--- config.mk ---
export PLATFORM = sky130hd
export DESIGN_NAME = prod_accum
export DESIGN_NICKNAME = d
export VERILOG_FILES = /design/src/rtl/prod_accum.sv
export SDC_FILE = /design/constraint.sdc
export NUM_CORES = 1
export LEC_CHECK = 0
export BUFFER_PORTS_ARGS = -buffer_cell sky130_fd_sc_hd__buf_4
export CORE_MARGIN = 10
export CORE_UTILIZATION = 55
export DETAILED_ROUTE_END_ITERATION = 16
export PLACE_DENSITY = 0.77
export SLEW_MARGIN = 20
export SYNTH_ARGS = -nofsm -noshare
export SYNTH_HDL_FRONTEND = slang
export SYNTH_SLANG_ARGS = --single-unit
--- constraint.sdc ---
create_clock -name clk -period 3.6 [get_ports clk]
set_input_delay 0.72 -clock clk [delete_from_list [all_inputs] [get_ports clk]]
set_output_delay 0.72 -clock clk [all_outputs]
set_load 0.01 [all_outputs]
--- src/rtl/prod_accum.sv ---
// rtl/prod_accum.sv - accumulates a block of multiplier products and emits sum, term count and overflow
module prod_accum #(
  parameter int PW = 64,
  parameter int AW = 72,
  parameter int CW = 16
) (
  input  logic          clk,
  input  logic          rst,
  input  logic          in_valid,
  output logic          in_ready,
  input  logic [PW-1:0] in_prod,
  input  logic          in_last,
  output logic          out_valid,
  input  logic          out_ready,
  output logic [AW-1:0] out_acc,
  output logic [CW-1:0] out_count,
  output logic          out_ovf
);

  typedef enum logic {
    S_EMPTY = 1'b0,
    S_FULL  = 1'b1
  } state_t;

  state_t        state_q, state_d;
  logic [AW-1:0] acc_q, acc_d;
  logic [CW-1:0] cnt_q, cnt_d;
  logic          ovf_q, ovf_d;
  logic [AW-1:0] out_acc_q, out_acc_d;
  logic [CW-1:0] out_cnt_q, out_cnt_d;
  logic          out_ovf_q, out_ovf_d;

  logic [AW:0]   sum_w;
  logic [CW-1:0] cnt_inc;
  logic          accept;
  logic          accept_last;

  // Extra top bit of the add is the carry-out that feeds the sticky overflow flag.
  assign sum_w       = {1'b0, acc_q} + (AW+1)'(in_prod);
  assign cnt_inc     = (cnt_q == {CW{1'b1}}) ? cnt_q : cnt_q + CW'(1);
  assign out_valid   = (state_q == S_FULL);
  assign in_ready    = !out_valid || out_ready;
  assign accept      = in_valid && in_ready;
  assign accept_last = accept && in_last;
  assign out_acc     = out_acc_q;
  assign out_count   = out_cnt_q;
  assign out_ovf     = out_ovf_q;

  always_comb begin
    state_d   = state_q;
    acc_d     = acc_q;
    cnt_d     = cnt_q;
    ovf_d     = ovf_q;
    out_acc_d = out_acc_q;
    out_cnt_d = out_cnt_q;
    out_ovf_d = out_ovf_q;

    if (accept) begin
      if (in_last) begin
        out_acc_d = sum_w[AW-1:0];
        out_cnt_d = cnt_inc;
        out_ovf_d = ovf_q | sum_w[AW];
        acc_d     = '0;
        cnt_d     = '0;
        ovf_d     = 1'b0;
      end else begin
        acc_d = sum_w[AW-1:0];
        cnt_d = cnt_inc;
        ovf_d = ovf_q | sum_w[AW];
      end
    end

    case (state_q)
      S_EMPTY: if (accept_last) state_d = S_FULL;
      S_FULL:  if (out_ready && !accept_last) state_d = S_EMPTY;
      default: state_d = S_EMPTY;
    endcase
  end

  always_ff @(posedge clk) begin
    if (rst) begin
      state_q   <= S_EMPTY;
      acc_q     <= '0;
      cnt_q     <= '0;
      ovf_q     <= 1'b0;
      out_acc_q <= '0;
      out_cnt_q <= '0;
      out_ovf_q <= 1'b0;
    end else begin
      state_q   <= state_d;
      acc_q     <= acc_d;
      cnt_q     <= cnt_d;
      ovf_q     <= ovf_d;
      out_acc_q <= out_acc_d;
      out_cnt_q <= out_cnt_d;
      out_ovf_q <= out_ovf_d;
    end
  end

endmodule
==> flow_summary_export.csv, run 1 <==
group,metric,value,unit
clock_tree,clockRootBuffer,"clkbuf_16",
setup_path,slowest_delay,0.41,ns
status,status,"finished clean",
setup_path,cp-end-kind,"flop",
route,dr.pass1.iters,7,
synth,synthDistinctLibCells,85,
sta,period_minus_slack,3.36,ns
synth,netlist_instances,1282,
synth,ys_seq_area_share,33.5,%
synth,synth_area_leaders,"dfxtp_1 34%, ha_1 7.6%, a22o_1 6.2%",
final_layout,n_fill_cell,1621,
min_path,whs_endpoint,"out_count[7]$_SDFFE_PP0P_",
floorplan,fp-row-count,50,
power_and_ir_drop,comb_power_share,22.8,%
final_layout,fin_nets,1579,
clock_tree,htreeDepth,4,
clock_tree,cts_setup_buffers,0,
sta,rsz0062_at_grt,"false",
floorplan,initial_core_util,56.6,%
final_layout,drive_above_1_share,20.4,%
power_and_ir_drop,intPower,3.61,mW
sta,tightest_slew,0.921,ns
setup_path,r2r-end,"acc_q[68]$_SDFFE_PP0P_",
final_layout,final-seq-area,3580,um^2
setup_path,worstSetupPathType,"flop to flop",
final_layout,post-route-util,69.0,%
setup_path,reg2reg_depth,13,
final_layout,diodes,0,
global_route,gr-usage-all-layers,24.2,%
sta,fmax,298,MHz
sta,setup_viol,0,
floorplan,ios,160,
power_and_ir_drop,power_leakage,5.73,nW
sta,holdWs,0.457,ns
floorplan,core,18900,um^2
setup_path,critical_path_peak_fanout,7,
clock_tree,numCtsBuffers,17,
route,drt-vias-per-instance,6.11,
setup_path,critPathArrivalTime,3.73,ns
sta,relSlewSlack,38.5,%
setup_path,worst_ep_required_time,3.97,ns
final_layout,multi_input_area,6630,um^2
route,routed_wl,31.9,mm
global_route,grt_max_degree,49,
min_path,hold_path.class,"flop to flop",
min_path,hold_depth,2,
setup_path,path_cells,"ha_1 -> inv_1 -> fa_1 -> nand2b_1 -> a21oi_1 -> o2111ai_1 -> a21oi_1 -> o2111ai_1 -> and3b_4 -> o31ai_4 -> buf_4 -> nand4_1 -> a31oi_1",
sta,min_period_over_period,93.3,%
clock_tree,cts_sinks,179,
global_route,grt_pass1_vias,10500,
setup_path,cp-start-kind,"flop",
power_and_ir_drop,powerDensity,407,nW/um^2
clock_tree,cts_buffer_depth,2,
clock_tree,path_clk_slew,0.08,ns
placement,routabilityCongestion,0.972,
power_and_ir_drop,p_sw_share,31.8,%
sta,finClkSkew,0.0149,ns
power_and_ir_drop,peakVddDrop,354,uV
final_layout,area_growth,22.0,%
global_route,antenna_found_initial,0,
clock_tree,cts_resized,0,
synth,synth_area,10700,um^2
placement,io_buffers,159,
power_and_ir_drop,total_power,5.30,mW
power_and_ir_drop,pwr-share-clk,36.6,%
setup_path,r2r_start,"acc_q[0]$_SDFFE_PP0P_",
clock_tree,ctsHoldBuffers,0,
power_and_ir_drop,p_sw,1.69,mW
synth,syn_area_per_cell,8.34,um^2
route,drc,0,
job,cap_violations,0,
floorplan,fp.dieW,159,um
synth,yosysTopAreaCell,"dfxtp_1",
floorplan,fp.dieH,159,um
route,wl_per_cell,18.6,um
route,vias,10500,
synth,yosysTopAreaCellShare,33.5,%
setup_path,crit_slowest_cell,"fa_1",
power_and_ir_drop,pwr-share-seq,40.6,%
synth,synth_nets,1417,
min_path,min-delay-start,"out_count[7]$_SDFFE_PP0P_",
synth,ys_seq_elements,179,
synth,synth-edff-count,0,
clock_tree,tritoncts,"done",
route,ant_nets,0,
placement,hpwl,24.1,mm
route,drtIter0Drc,763,
sta,hold_viol_final,0,
clock_tree,clk_latency,0.45,ns
floorplan,die-area,25400,um^2
global_route,overflow,0,
global_route,grt_pass1_wl,52.3,mm
synth,synthFlopType,"dfxtp_1",
setup_path,r2r_slack,0.24,ns
synth,synth-async-reset-ratio,0,%
sta,finalMaxSlewViolations,0,
synth,yosysWarningCount,0,
==> critical path: cells and delay by family, from the launching register on <==
kind,cells,cell delay [ns]
buffers and inverters,2,0.28
adders and majority gates,2,0.60
DFF,1,0.35
AOI/OAI and AO/OA,6,1.53
and+or+nand+nor,3,0.52
==> registers in the layout (all words and copies together), names as in the netlist <==
name and count:
out_acc 72, acc_q 72, out_valid 1, ovf_q 1, out_count 16, cnt_q 16, out_ovf 1
==> through the flow <==
stage	std cells	TNS [ns]	instance area (um^2)	setup slack [ns]
after floorplan	1282	0	10700	0.472
after global placement	1685	-0.189	12400	-0.0720
after detailed placement	1685	-0.821	12400	-0.151
after CTS	1717	0	13000	0.279
after global routing	1717	0	13000	0.0158
final	1717	0	13000	0.242
==> power by group through the flow <==
stage	clock network (mW)	registers [mW]	logic [mW]
2_1_floorplan	0	2.21	0.745
3_3_place_gp	0	2.19	1.18
3_5_place_dp	0	2.20	1.19
4_1_cts	1.96	2.15	1.20
5_1_grt	2.03	2.17	1.33
6_report	1.94	2.15	1.21
==> cells by family (layout without fill, tap and decap cells) <==
family,Yosys count,in the layout,share of synthesized area [%]
adder cells (fa/ha/maj),66,66,7.79
buffers and inverters,119,294,4.74
AND/OR/NAND/NOR,381,381,17.3
multiplexers,2,2,0.187
XOR/XNOR,65,65,5.32
flip-flops,179,179,33.5
AO/OA/AOI/OAI,470,470,31.1
==> per-layer routing <==
metal | track usage (%) | vias up | part of all wire, %
met5 | 0 | - | 0
met2 | 40.1 | 372 | 47
met1 | 29.9 | 4933 | 43
met3 | 6.04 | 58 | 7.3
met4 | 7.96 | 0 | 2.3
li1 | - | 5120 | -
==> placed cells by master, fill, tap and decap left out, types with 32 or more instances in the layout <==
| master | netlist | routed |
|---|---|---|
| a21oi_1 | 105 | 104 |
| a21o_1 | 47 | 47 |
| ha_1 | 65 | 65 |
| dfxtp_1 | 179 | 179 |
| xnor2_1 | 42 | 42 |
| nor2_1 | 97 | 93 |
| nand3_1 | 33 | 33 |
| o21ai_0 | 65 | 65 |
| a22o_1 | 76 | 76 |
| buf_4 | 8 | 235 |
| nand2_1 | 108 | 108 |
| nand4_1 | 32 | 32 |
==> synthesized netlist by cell type, drive strengths merged, types with 3 or more instances <==
library cell	count
or4	8
o2111ai	6
a32oi	7
nor3	24
clkbuf	57
nand4	34
o21a	10
a221oi	3
o211ai	9
o21bai	11
and2	10
a211oi	6
a31oi	20
and4	3
and3	13
nor2	97
inv	25
a21oi	106
xor2	23
a22oi	30
nor2b	8
a2111oi	4
nor4	7
a211o	6
xnor2	42
nand2b	8
nand2	109
ha	65
a22o	76
buf	37
dfxtp	179
a21boi	7
o31ai	6
or3	14
a41oi	3
o21ai	80
or2	6
a32o	7
nand3	33
a21o	47
==> cell type report <==
class / instances / share of cell area (%)
multi-input combinational: 984 / 50.8
tap: 260 / 2.49
timing repair buffer: 237 / 13.8
sequential: 179 / 27.5
clock buffer: 17 / 3.26
inverter: 25 / 0.720
clock inverter: 15 / 1.39
==> worst max path at each step <==
| stage | start | to | slack, ns | cells after the start |
|---|---|---|---|---|
| after CTS | acc_q[0]$_SDFFE_PP0P_ | acc_q[68]$_SDFFE_PP0P_ | 0.28 | 13 |
| after detailed placement | in_prod[0] | acc_q[68]$_SDFFE_PP0P_ | -0.15 | 14 |
| after floorplan | in_prod[0] | acc_q[70]$_SDFFE_PP0P_ | 0.47 | 12 |
| after global placement | in_prod[0] | out_acc[66]$_SDFFE_PP0P_ | -0.07 | 14 |
| final | acc_q[0]$_SDFFE_PP0P_ | acc_q[68]$_SDFFE_PP0P_ | 0.24 | 13 |
| after global routing | acc_q[0]$_SDFFE_PP0P_ | acc_q[68]$_SDFFE_PP0P_ | 0.02 | 13 |
(Power assumes the default switching activity.)
==> inputs of run 2 (changes only) <==
Settings changed: CORE_ASPECT_RATIO set to 1.5.
==> flow_summary_export.csv, run 2 (same netlist as run 1, synthesis figures left out) <==
group,metric,value,unit
floorplan,ios,160,
final_layout,final_common_cell,"buf_4",
route,drt-vias-per-instance,6.12,
placement,preCtsSetupSlack,-0.00200,ns
setup_path,worstSetupPathType,"input port to flop",
clock_tree,cts_resized,0,
setup_path,path_cells,"buf_4 -> ha_1 -> and4_1 -> and3_1 -> o21ai_1 -> a41oi_1 -> o21ai_1 -> a2111oi_4 -> o2111ai_2 -> a2111o_1 -> nand3_1",
route,dr.pass1.iters,6,
setup_path,slowest_delay,0.54,ns
setup_path,cp-end-kind,"flop",
final_layout,area_growth,21.2,%
route,drtIter0Drc,691,
clock_tree,cts_buffer_depth,2,
power_and_ir_drop,power_leakage,5.69,nW
global_route,grt.busiest_layer,"met2",
clock_tree,path_clk_slew,0.07,ns
sta,finClkSkew,0.00628,ns
placement,io_buffers,159,
final_layout,layout_common_cells,"233 x buf_4, 179 x dfxtp_1, 108 x nand2_1",
floorplan,fp.dieH,191,um
final_layout,fin_nets,1575,
sta,min_period_over_period,89.8,%
min_path,hold_path.class,"flop to flop",
setup_path,crit_slowest_cell,"a2111oi_4",
global_route,grt_pass1_wl,54.1,mm
placement,routabilityCongestion,0.989,
clock_tree,ctsHoldBuffers,0,
global_route,antenna_found_initial,0,
setup_path,worst_ep_required_time,3.99,ns
final_layout,diodes,0,
global_route,grtUsageMet2,46.5,%
floorplan,core,19200,um^2
route,ant_nets,0,
route,drc,0,
route,vias,10500,
setup_path,cp_common_cell,"o21ai_1",
route,wl_per_cell,19.7,um
setup_path,cp_top_family,"compound AO/OA/AOI/OAI gates",
floorplan,die-area,25500,um^2
clock_tree,tritoncts,"done",
sta,fin_ws,0.368,ns
floorplan,fp-row-count,62,
placement,hpwl,25.1,mm
setup_path,critPathArrivalTime,3.62,ns
sta,hold_viol_final,0,
global_route,met3_usage,5.25,%
setup_path,cp-start-kind,"input port",
global_route,grtUsageMet1,28.1,%
sta,rsz0062_at_grt,"false",
clock_tree,clk_latency,0.45,ns
final_layout,post-route-util,67.6,%
global_route,overflow,0,
clock_tree,cts_setup_buffers,0,
global_route,grt_max_degree,59,
clock_tree,clockRootBuffer,"clkbuf_16",
global_route,grt_pass1_vias,10600,
sta,setup_viol,0,
sta,period_minus_slack,3.23,ns
sta,tightest_slew,0.714,ns
setup_path,critical_path_peak_fanout,8,
power_and_ir_drop,powerDensity,408,nW/um^2
global_route,gr-usage-all-layers,25.9,%
sta,finalMaxSlewViolations,0,
floorplan,initial_core_util,55.8,%
status,status,"finished clean",
route,routed_wl,33.6,mm
floorplan,fp.dieW,134,um
setup_path,crit_buf_inv,1,
clock_tree,htreeDepth,4,
sta,fmax,309,MHz
final_layout,drive_above_1_share,19.8,%
clock_tree,numCtsBuffers,17,
power_and_ir_drop,peakVddDrop,334,uV
job,cap_violations,0,
sta,relSlewSlack,52.4,%
clock_tree,cts_sinks,179,
==> run 2: cell count changes in the layout (fill, tap and decap cells not counted) <==
| cell | before | now |
|---|---|---|
| inv_6 | 3 | 1 |
| buf_4 | 235 | 233 |
| clkinv_2 | 0 | 1 |
| clkinv_8 | 1 | 0 |
| clkbuf_8 | 0 | 1 |
| clkbuf_1 | 0 | 4 |
| inv_12 | 1 | 0 |
| inv_8 | 6 | 0 |
| buf_12 | 2 | 0 |
| bufinv_16 | 1 | 3 |
==> run 2: routing by layer <==
layer	share of wire, %	wire length [um]	up-vias
met1	39	13100	4912
met5	0	0	-
met2	51	17100	360
li1	-	-	5084
met3	5.8	1940	95
met4	4.5	1500	0
==> run 2: area by class of cell <==
cell class,count,area (um^2)
timing repair buffer,233,1750
inverter,25,93.8
clock inverter,8,129
clock buffer,22,454
fill,1657,6200
tap,256,320
multi-input combinational,984,6630
sequential,179,3580
==> run 2: power by group <==
group	switching, mW	internal [mW]
Combinational	0.700	0.520
Sequential	0.0705	2.09
Clock	0.808	1.11
==> run 2: worst register-to-register path: cells and delay by family (launching register included) <==
family / cells / cell delay [ns]
simple gates: 3 / 0.48
fa+ha+maj: 1 / 0.38
compound gates: 6 / 1.94
flops: 1 / 0.32
==> run 2: path summary, 6_finish.rpt <==
check | startpoint | slack (ns) | cells after the start | to
setup reg to reg | acc_q[11]$_SDFFE_PP0P_ | 0.43 | 10 | acc_q[63]$_SDFFE_PP0P_
hold reg to reg | out_ovf$_SDFFE_PP0P_ | 0.45 | 2 | out_ovf$_SDFFE_PP0P_
hold / removal | out_ovf$_SDFFE_PP0P_ | 0.45 | 2 | out_ovf$_SDFFE_PP0P_
setup / recovery | in_prod[11] | 0.37 | 11 | acc_q[63]$_SDFFE_PP0P_
==> run 2: stage by stage <==
stage	area [um^2]	setup TNS [ns]	total power, mW	cells	hold WS (ns)
2_1_floorplan	10700	0	2.95	1282	0.429
3_3_place_gp	12400	0	3.39	1677	0.439
3_5_place_dp	12400	-0.00200	3.40	1677	0.446
4_1_cts	13000	0	5.30	1707	0.462
5_1_grt	13000	0	5.50	1707	0.485
6_report	13000	0	5.29	1707	0.455
